### config.mk
export PLATFORM = sky130hd
export DESIGN_NAME = enc_scan
export DESIGN_NICKNAME = d
export VERILOG_FILES = /design/src/rtl/enc_pkg.sv /design/src/rtl/enc_scan_prio_enc.sv /design/src/rtl/enc_scan.sv
export SDC_FILE = /design/constraint.sdc
export NUM_CORES = 1
export LEC_CHECK = 0
export ABC_AREA = 1
export BUFFER_PORTS_ARGS = -buffer_cell sky130_fd_sc_hd__buf_4
export CORE_UTILIZATION = 35
export CTS_CLUSTER_DIAMETER = 80
export DETAILED_ROUTE_END_ITERATION = 10
export GPL_TIMING_DRIVEN = 0
export MAX_ROUTING_LAYER = met4
export PLACE_DENSITY = 0.53
export SYNTH_ARGS = -nofsm -noshare
export SYNTH_HDL_FRONTEND = slang
export SYNTH_SLANG_ARGS = --single-unit
### constraint.sdc
create_clock -name clk -period 1.5 [get_ports clk]
set_clock_uncertainty 0.1 [all_clocks]
set_input_delay 0.225 -clock clk [delete_from_list [all_inputs] [get_ports clk]]
set_output_delay 0.225 -clock clk [all_outputs]
set_load 0.01 [all_outputs]
### src/rtl/enc_pkg.sv
// rtl/enc_pkg.sv - shared types and helpers for the sequential bit-index encoder
package enc_pkg;

  typedef enum logic {
    ST_IDLE = 1'b0,
    ST_SCAN = 1'b1
  } state_t;

  localparam int N_DEFAULT = 8;

  // True when exactly one bit is set; callers zero-extend narrower vectors to 64 bits.
  function automatic logic onehot_count_is1(input logic [63:0] v);
    return (v != 64'd0) && ((v & (v - 64'd1)) == 64'd0);
  endfunction

endpackage

### src/rtl/enc_scan_prio_enc.sv
// rtl/enc_scan_prio_enc.sv - combinational LSB-first priority encoder
module prio_enc #(
  parameter int N = 8,
  localparam int W = $clog2(N)
) (
  input  logic [N-1:0] vec,
  output logic [W-1:0] idx,
  output logic         any
);

  // Walk from the top down so the lowest set bit is the last write and wins.
  always_comb begin
    idx = '0;
    for (int i = N - 1; i >= 0; i--) begin
      if (vec[i]) idx = W'(i);
    end
  end

  assign any = |vec;

endmodule

### src/rtl/enc_scan.sv
// rtl/enc_scan.sv - accepts a request vector and emits the index of each set bit, lowest first
module enc_scan
  import enc_pkg::*;
#(
  parameter int N = N_DEFAULT,
  localparam int W = $clog2(N)
) (
  input  logic         clk,
  input  logic         rst,
  input  logic         in_valid,
  output logic         in_ready,
  input  logic [N-1:0] in_vec,
  output logic         out_valid,
  input  logic         out_ready,
  output logic [W-1:0] out_idx,
  output logic         out_last,
  output logic         zero_err
);

  state_t       state_q, state_d;
  logic [N-1:0] pending_q, pending_d;
  logic         zero_err_q, zero_err_d;
  logic [W-1:0] scan_idx;
  logic         scan_any;
  logic         scan_last;

  prio_enc #(.N(N)) u_prio_enc (
    .vec (pending_q),
    .idx (scan_idx),
    .any (scan_any)
  );

  assign scan_last = onehot_count_is1(64'(pending_q));
  assign in_ready  = (state_q == ST_IDLE) && !rst;
  assign out_valid = (state_q == ST_SCAN) && scan_any;
  assign out_idx   = out_valid ? scan_idx : '0;
  assign out_last  = out_valid && scan_last;
  assign zero_err  = zero_err_q;

  always_comb begin
    state_d    = state_q;
    pending_d  = pending_q;
    zero_err_d = 1'b0;
    case (state_q)
      ST_IDLE: begin
        if (in_valid) begin
          if (in_vec != '0) begin
            pending_d = in_vec;
            state_d   = ST_SCAN;
          end else begin
            zero_err_d = 1'b1;
          end
        end
      end
      ST_SCAN: begin
        if (out_valid && out_ready) begin
          pending_d = pending_q & ~(N'(1) << scan_idx);
          if (scan_last) state_d = ST_IDLE;
        end
      end
      default: state_d = ST_IDLE;
    endcase
  end

  always_ff @(posedge clk) begin
    if (rst) begin
      state_q    <= ST_IDLE;
      pending_q  <= '0;
      zero_err_q <= 1'b0;
    end else begin
      state_q    <= state_d;
      pending_q  <= pending_d;
      zero_err_q <= zero_err_d;
    end
  end

endmodule
==> results.md, run 1 <==
* Status: finished with violations
* Violated checks: setup timing
* Worst vdd ir at 0.396 mV
* Worst Hold Path Cells at 2
* Least-Margin Pin Slew at 0.252 ns
* Die ar. at 2440 µm²
* Placed Instances at 158
* Final worst-path cycle share at 1.18
* Tightest Hold Check Type: input port to flop
* Syn Area/Cell at 6.90 µm²
* Clk_lat worst skew at 0.26 ns
* Count of cell types in the netlist at 23
* Post-synthesis cell count at 114
* Remaining antenna violation count at 0
* Worst hold margin at 0.0723 ns
* Synth Flop Type: dfxtp_1
* Detailed placer's ending HPWL at 1460 µm
* Die W at 49.4 µm
* RSZ-0062 raised after global routing: yes
* Port buffer count at 17
* Layout Cells excl Fill at 169
* CTS tree: built
* Reg2reg setup slack at 0 ns
* CP arrival at 1.45 ns
* Slew Limit Headroom at 0.832
* Top post-synthesis cells by count: nand2_1, nor2_1, dfxtp_1
* Area share of the largest cell type after synthesis at 0.254
* First-pass GRT wire length at 3550 µm
* Largest net degree at the start of global routing at 11
* Critical Path Start Type: flop
* Worst endpoint required time at 1.17 ns
* Critical path class: flop to output pin
* CP endpoint kind: output pin
* GP Congestion at 0.874
* Setup total negative slack at -1.02 ns
* R2r startpoint: pending_q[0]
* Nets at 156
* Maxcap violations at 0
* Drt drc at 0
* Clock network power share at 0.205
* F_max at 565 MHz
* Crit path buf inv count at 1
* DR vias at 827
* # H-tree levels at 1
* Clock Sinks at 10
* Die height at 49.4 µm
* Period minus WS final at 1.77 ns
* Worst setup margin at -0.271 ns
* Clock root cell: clkbuf_4
* First drt pass iteration count at 4
* Slowest-stage cell, CP: dfxtp_4
* Leading post-synthesis cells by cell area: dfxtp_1, nand2_1, a21oi_2
* #FFs+latches synth at 10
* Top delay family on crit path: simple AND/OR/NAND/NOR gates
* I/O pin count at 19
* Final hold violation count at 0
* Core Box Area at 2040 µm²
* Internal power at 0.557 mW
* Switching power at 0.340 mW
* Critical path peak fanout at 4
* Drt total wl at 2040 µm
* DR WL/cell at 12.0 µm
* Layout cells sized above 1 at 0.514
* Hold_sp: rst
* Number of synthesized flops with an enable pin at 0
* Worst r2r path cells at 10
* Area Growth Syn to Fin at 41.7%
* Initial Util at 0.385
* Share of the yosys chip area belonging to registers at 0.254
* Worst Hold Endpoint: pending_q[6]
* Yosys warning total at 0
* ANT cells at 0
* Longest Clk Path Bufs at 2
* Vias per cell at 4.89
* CP peak stage delay at 0.37 ns
* Switching part of the total at 0.379
* Final setup fails at 5
* Global route overflow at 0
* Flop pwr share at 0.354
* Initial drt markers at 10
* Clock-pin slew on the worst setup and hold paths at 0.06 ns
* Lkg Pwr at 0.487 nW
* Post-synth top area cell: dfxtp_1
* Vias in the first global route at 819
* Comb pwr share at 0.441
* Cells along the critical path: nor2_4 -> nor2_2 -> nor2_1 -> nand2_1 -> nor2_2 -> nand2_1 -> nor2_1 -> buf_4
* PwrDens at 805 nW/µm²
* Worst r2r dst: pending_q[0]
* Syn Nets at 126
* TritonCTS buffer count at 3
* Most frequent cell after synthesis: nand2_1
* Async SR Flop Fraction at 0
* Fin. max-slew vios at 0
* Row count at 16
* Total track usage at 0.193
* Initial antenna violation count at 0
* Synthesized area at 787 µm²
## power by group through the flow
| stage | registers [mW] | logic [mW] | clock network (mW) |
|---|---|---|---|
| CTS | 0.318 | 0.385 | 0.191 |
| floorplan | 0.311 | 0.241 | 0 |
| finish | 0.318 | 0.396 | 0.184 |
| detailed placement | 0.320 | 0.327 | 0 |
| global route | 0.320 | 0.438 | 0.205 |
| global placement | 0.321 | 0.323 | 0 |
## cells in the final DEF, fill, tap and decap left out
master      n
a2111oi_2   1
a21oi_1     2
a21oi_2     8
buf_4      25
buf_6       2
bufinv_8    1
clkbuf_4    3
clkinv_8    1
dfxtp_1     1
dfxtp_2     2
dfxtp_4     7
inv_1       6
nand2_1    30
nand2_2     7
nand2_4     2
nand2_8     1
nand3_1     7
nand3_2     3
nand4_1     1
nor2_1     14
nor2_2      2
nor2_4      5
nor3_1      1
o211ai_1    1
o21ai_0     6
o21ai_2     1
o21ai_4     1
or2_4       1
## how the worst max path moves through the flow
stage / depth (start not counted) / endpoint / slack, ns / start
6_report: 8 / out_last / -0.27 / pending_q[0]
5_1_grt: 8 / out_last / -0.36 / pending_q[0]
4_1_cts: 8 / out_last / -0.31 / pending_q[1]
3_5_place_dp: 8 / out_last / -0.21 / pending_q[2]
3_3_place_gp: 8 / out_last / -0.21 / pending_q[2]
2_1_floorplan: 4 / out_idx[1] / 0.01 / pending_q[5]
## worst reg2reg max path: stages, from the launching register on
cell	delay, ns
dfxtp_4	0.37
nor2_4	0.16
buf_4	0.15
nand2_4	0.07
nor2_4	0.12
nor2_4	0.05
nand2_4	0.07
nand2_8	0.09
clkinv_8	0.09
nand2_2	0.06
a21oi_2	0.11
## cells by family (layout without fill, tap and decap cells)
| family | Yosys count | after routing | share of synthesized area |
|---|---|---|---|
| AOI/OAI and AO/OA | 20 | 20 | 0.178 |
| buffers and inverters | 10 | 38 | 0.100 |
| DFF | 10 | 10 | 0.254 |
| and+or+nand+nor | 74 | 74 | 0.467 |
## area by class of cell
class,instances,area (µm²)
plain buffers,2,22.5
clock buffers,3,22.5
fillers,219,927
inverters,8,56.3
multi-input cells,94,563
flip-flops and latches,10,229
well taps,27,33.8
repair buffers,25,188
## what timing repair did
item                                    CTS  global route
endpoints found under the setup margin   14            13
pin swaps                                 8             7
gates resized for setup                  26             4
hold buffers                              0             0
buffers inserted                          6             2
## metal layers
metal / vias up / global-route usage / part of all wire
met2: 20 / 0.301 / 0.45
met3: 5 / 0.0312 / 0.042
li1: 432 / - / -
met5: - / - / 0
met4: 0 / 0.0857 / 0.015
met1: 370 / 0.243 / 0.49
## per-stage QoR
step,setup WS [ns],utilization,power [mW],cell area (µm²)
6_report,-0.271,0.546,0.897,1110
5_1_grt,-0.357,0.546,0.963,1110
3_3_place_gp,-0.211,0.465,0.644,950
4_1_cts,-0.310,0.534,0.895,1090
2_1_floorplan,0.0136,-,0.552,788
3_5_place_dp,-0.212,0.465,0.647,950
## state kept, by name (all words and copies together), names as in the netlist
| name | count |
|---|---|
| pending_q | 8 |
| state_q | 1 |
| zero_err | 1 |
No activity file was read; power rests on OpenSTA's default activity.
==> run 2: changes to the inputs <==
==> constraint.sdc (replaced) <==
create_clock -name clk -period 1.74 [get_ports clk]
set_clock_uncertainty 0.1 [all_clocks]
set_input_delay 0.261 -clock clk [delete_from_list [all_inputs] [get_ports clk]]
set_output_delay 0.261 -clock clk [all_outputs]
set_load 0.01 [all_outputs]
==> results.md, run 2 (synthesis results as in run 1) <==
* Worst setup margin at -0.0827 ns (+0.188 ns)
* Lkg Pwr at 0.502 nW (+3.0%)
* Critical path class: flop to output pin
* TritonCTS buffer count at 3 (unchanged)
* First-pass GRT wire length at 3600 µm (+1.6%)
* Vias in the first global route at 779 (-4.9%)
* Post-DP Area at 948 µm² (-0.13%)
* GP Congestion at 0.874 (unchanged)
* Critical Path Start Type: flop
* CP endpoint kind: output pin
* Clock Sinks at 10 (unchanged)
* Core Box Area at 2040 µm² (unchanged)
* Clk_lat worst skew at 0.27 ns (about the same)
* Final instance area at 1130 µm² (+1.7%)
* Layout cells sized above 1 at 0.531 (+0.0169)
* Least-Margin Pin Slew at 0.272 ns (+0.0204 ns)
* Row count at 16 (unchanged)
* Drt total wl at 2150 µm (+5.7%)
* RSZ-0062 raised after global routing: yes
* Violated checks: setup timing
* Final hold violation count at 0 (unchanged)
* DR vias at 860 (+4.0%)
* Maxcap violations at 0 (unchanged)
* Slew Limit Headroom at 0.818 (-0.0136)
* Most common cell after layout, fill and taps aside: nand2_1
* Nets at 159 (+1.9%)
* Worst endpoint required time at 1.38 ns (+0.21 ns)
* ANT cells at 0 (unchanged)
* Status: finished with violations
* Total track usage at 0.198 (+0.00479)
* Remaining antenna violation count at 0 (unchanged)
* Largest net degree at the start of global routing at 11 (unchanged)
* Longest Clk Path Bufs at 2 (unchanged)
* Most frequent cells in the layout: nand2_1, buf_4, nor2_1, nand2_2, a21oi_2
* Fin. max-slew vios at 0 (unchanged)
* Vias per cell at 5.00 (+2.2%)
* Cells along the critical path: nor2_4 -> nor2_2 -> nor2_1 -> nand2_1 -> nor2_2 -> nand2_1 -> nor2_1 -> buf_4
* Setup total negative slack at -0.117 ns (+0.899 ns)
* Global route overflow at 0 (unchanged)
* Max reg flops at 8 (unchanged)
* Reg with most FFs: pending_q
* Place WS at -0.0305 ns (+0.182 ns)
* Detailed placer's ending HPWL at 1470 µm (+0.27%)
* I/O pin count at 19 (unchanged)
* Tightest Hold Check Type: input port to flop
* Port buffer count at 17 (unchanged)
* DR WL/cell at 12.5 µm (+3.9%)
* Clock-pin slew on the worst setup and hold paths at 0.07 ns (about the same)
* Die ar. at 2440 µm² (unchanged)
* Final setup fails at 3 (-2)
* Clock root cell: clkbuf_4
* First drt pass iteration count at 4 (unchanged)
* CTS tree: built
* Final Util at 0.555 (+0.00919)
* Die W at 49.4 µm (unchanged)
* Drt drc at 0 (unchanged)
* # H-tree levels at 1 (unchanged)
* PwrDens at 701 nW/µm² (-13%)
* Die height at 49.4 µm (unchanged)
* Post-CTS Hold Buffers at 0 (unchanged)
* Initial drt markers at 22 (+12)
* Slowest-stage cell, CP: dfxtp_4
* Initial Util at 0.385 (unchanged)
* F_max at 549 MHz
* Initial antenna violation count at 0 (unchanged)
* Period minus WS final at 1.82 ns
* CP arrival at 1.46 ns (about the same)
* Critical path peak fanout at 4 (unchanged)
* Worst vdd ir at 0.389 mV (-1.8%)
* Area Growth Syn to Fin at 44.0%
* CP peak stage delay at 0.37 ns (about the same)
* Worst hold margin at 0.107 ns (+0.0343 ns)
* Final worst-path cycle share at 1.05
-- run 2: per-layer routing --
metal  global-route usage  share of wire  vias to the layer above
met4               0.0714         0.0060                        0
met5                    -              0                        -
met3               0.0187          0.039                        2
met1                0.268           0.46                      403
met2                0.304           0.49                       19
li1                     -              -                      436
-- run 2: power breakdown --
| part | internal (mW) | leakage [nW] | total (mW) | switching, mW |
|---|---|---|---|---|
| sequential | 0.244 | 0.0869 | 0.275 | 0.0302 |
| combinational | 0.165 | 0.401 | 0.357 | 0.192 |
| clock | 0.0799 | 0.0138 | 0.163 | 0.0827 |
| total | 0.490 | 0.502 | 0.794 | 0.305 |
-- run 2: worst max-delay path: cells and delay by family, from the launching register on --
family                 cells  cell delay (ns)
flip-flops                 1             0.37
buffers and inverters      1             0.12
AND/OR/NAND/NOR            7             0.72
-- run 2: final cells by class --
type	count	area (µm²)
plain buffers	2	22.5
clock buffers	3	22.5
fillers	222	908
inverters	8	56.3
multi-input cells	94	559
flip-flops and latches	10	225
well taps	27	33.8
repair buffers	28	214
-- run 2: stage by stage --
stage,cells,total power [mW]
CTS,166,0.753
global placement,158,0.553
detailed placement,158,0.555
global route,172,0.844
finish,172,0.794
floorplan,114,0.475
-- run 2: worst paths after layout --
kind	to	slack (ns)	start	cells after the start
worst min-delay path	pending_q[6]	0.11	rst	2
worst min register to register	pending_q[6]	0.40	pending_q[6]	2
worst max register to register	pending_q[0]	0.25	pending_q[0]	10
worst max-delay path	out_last	-0.08	pending_q[0]	8
-- run 2: repair_timing --
item                                    in CTS  in global routing
setup buffers                                5                  6
endpoints found under the setup margin       4                  3
pin swaps                                    4                 11
resized for setup                           21                 10
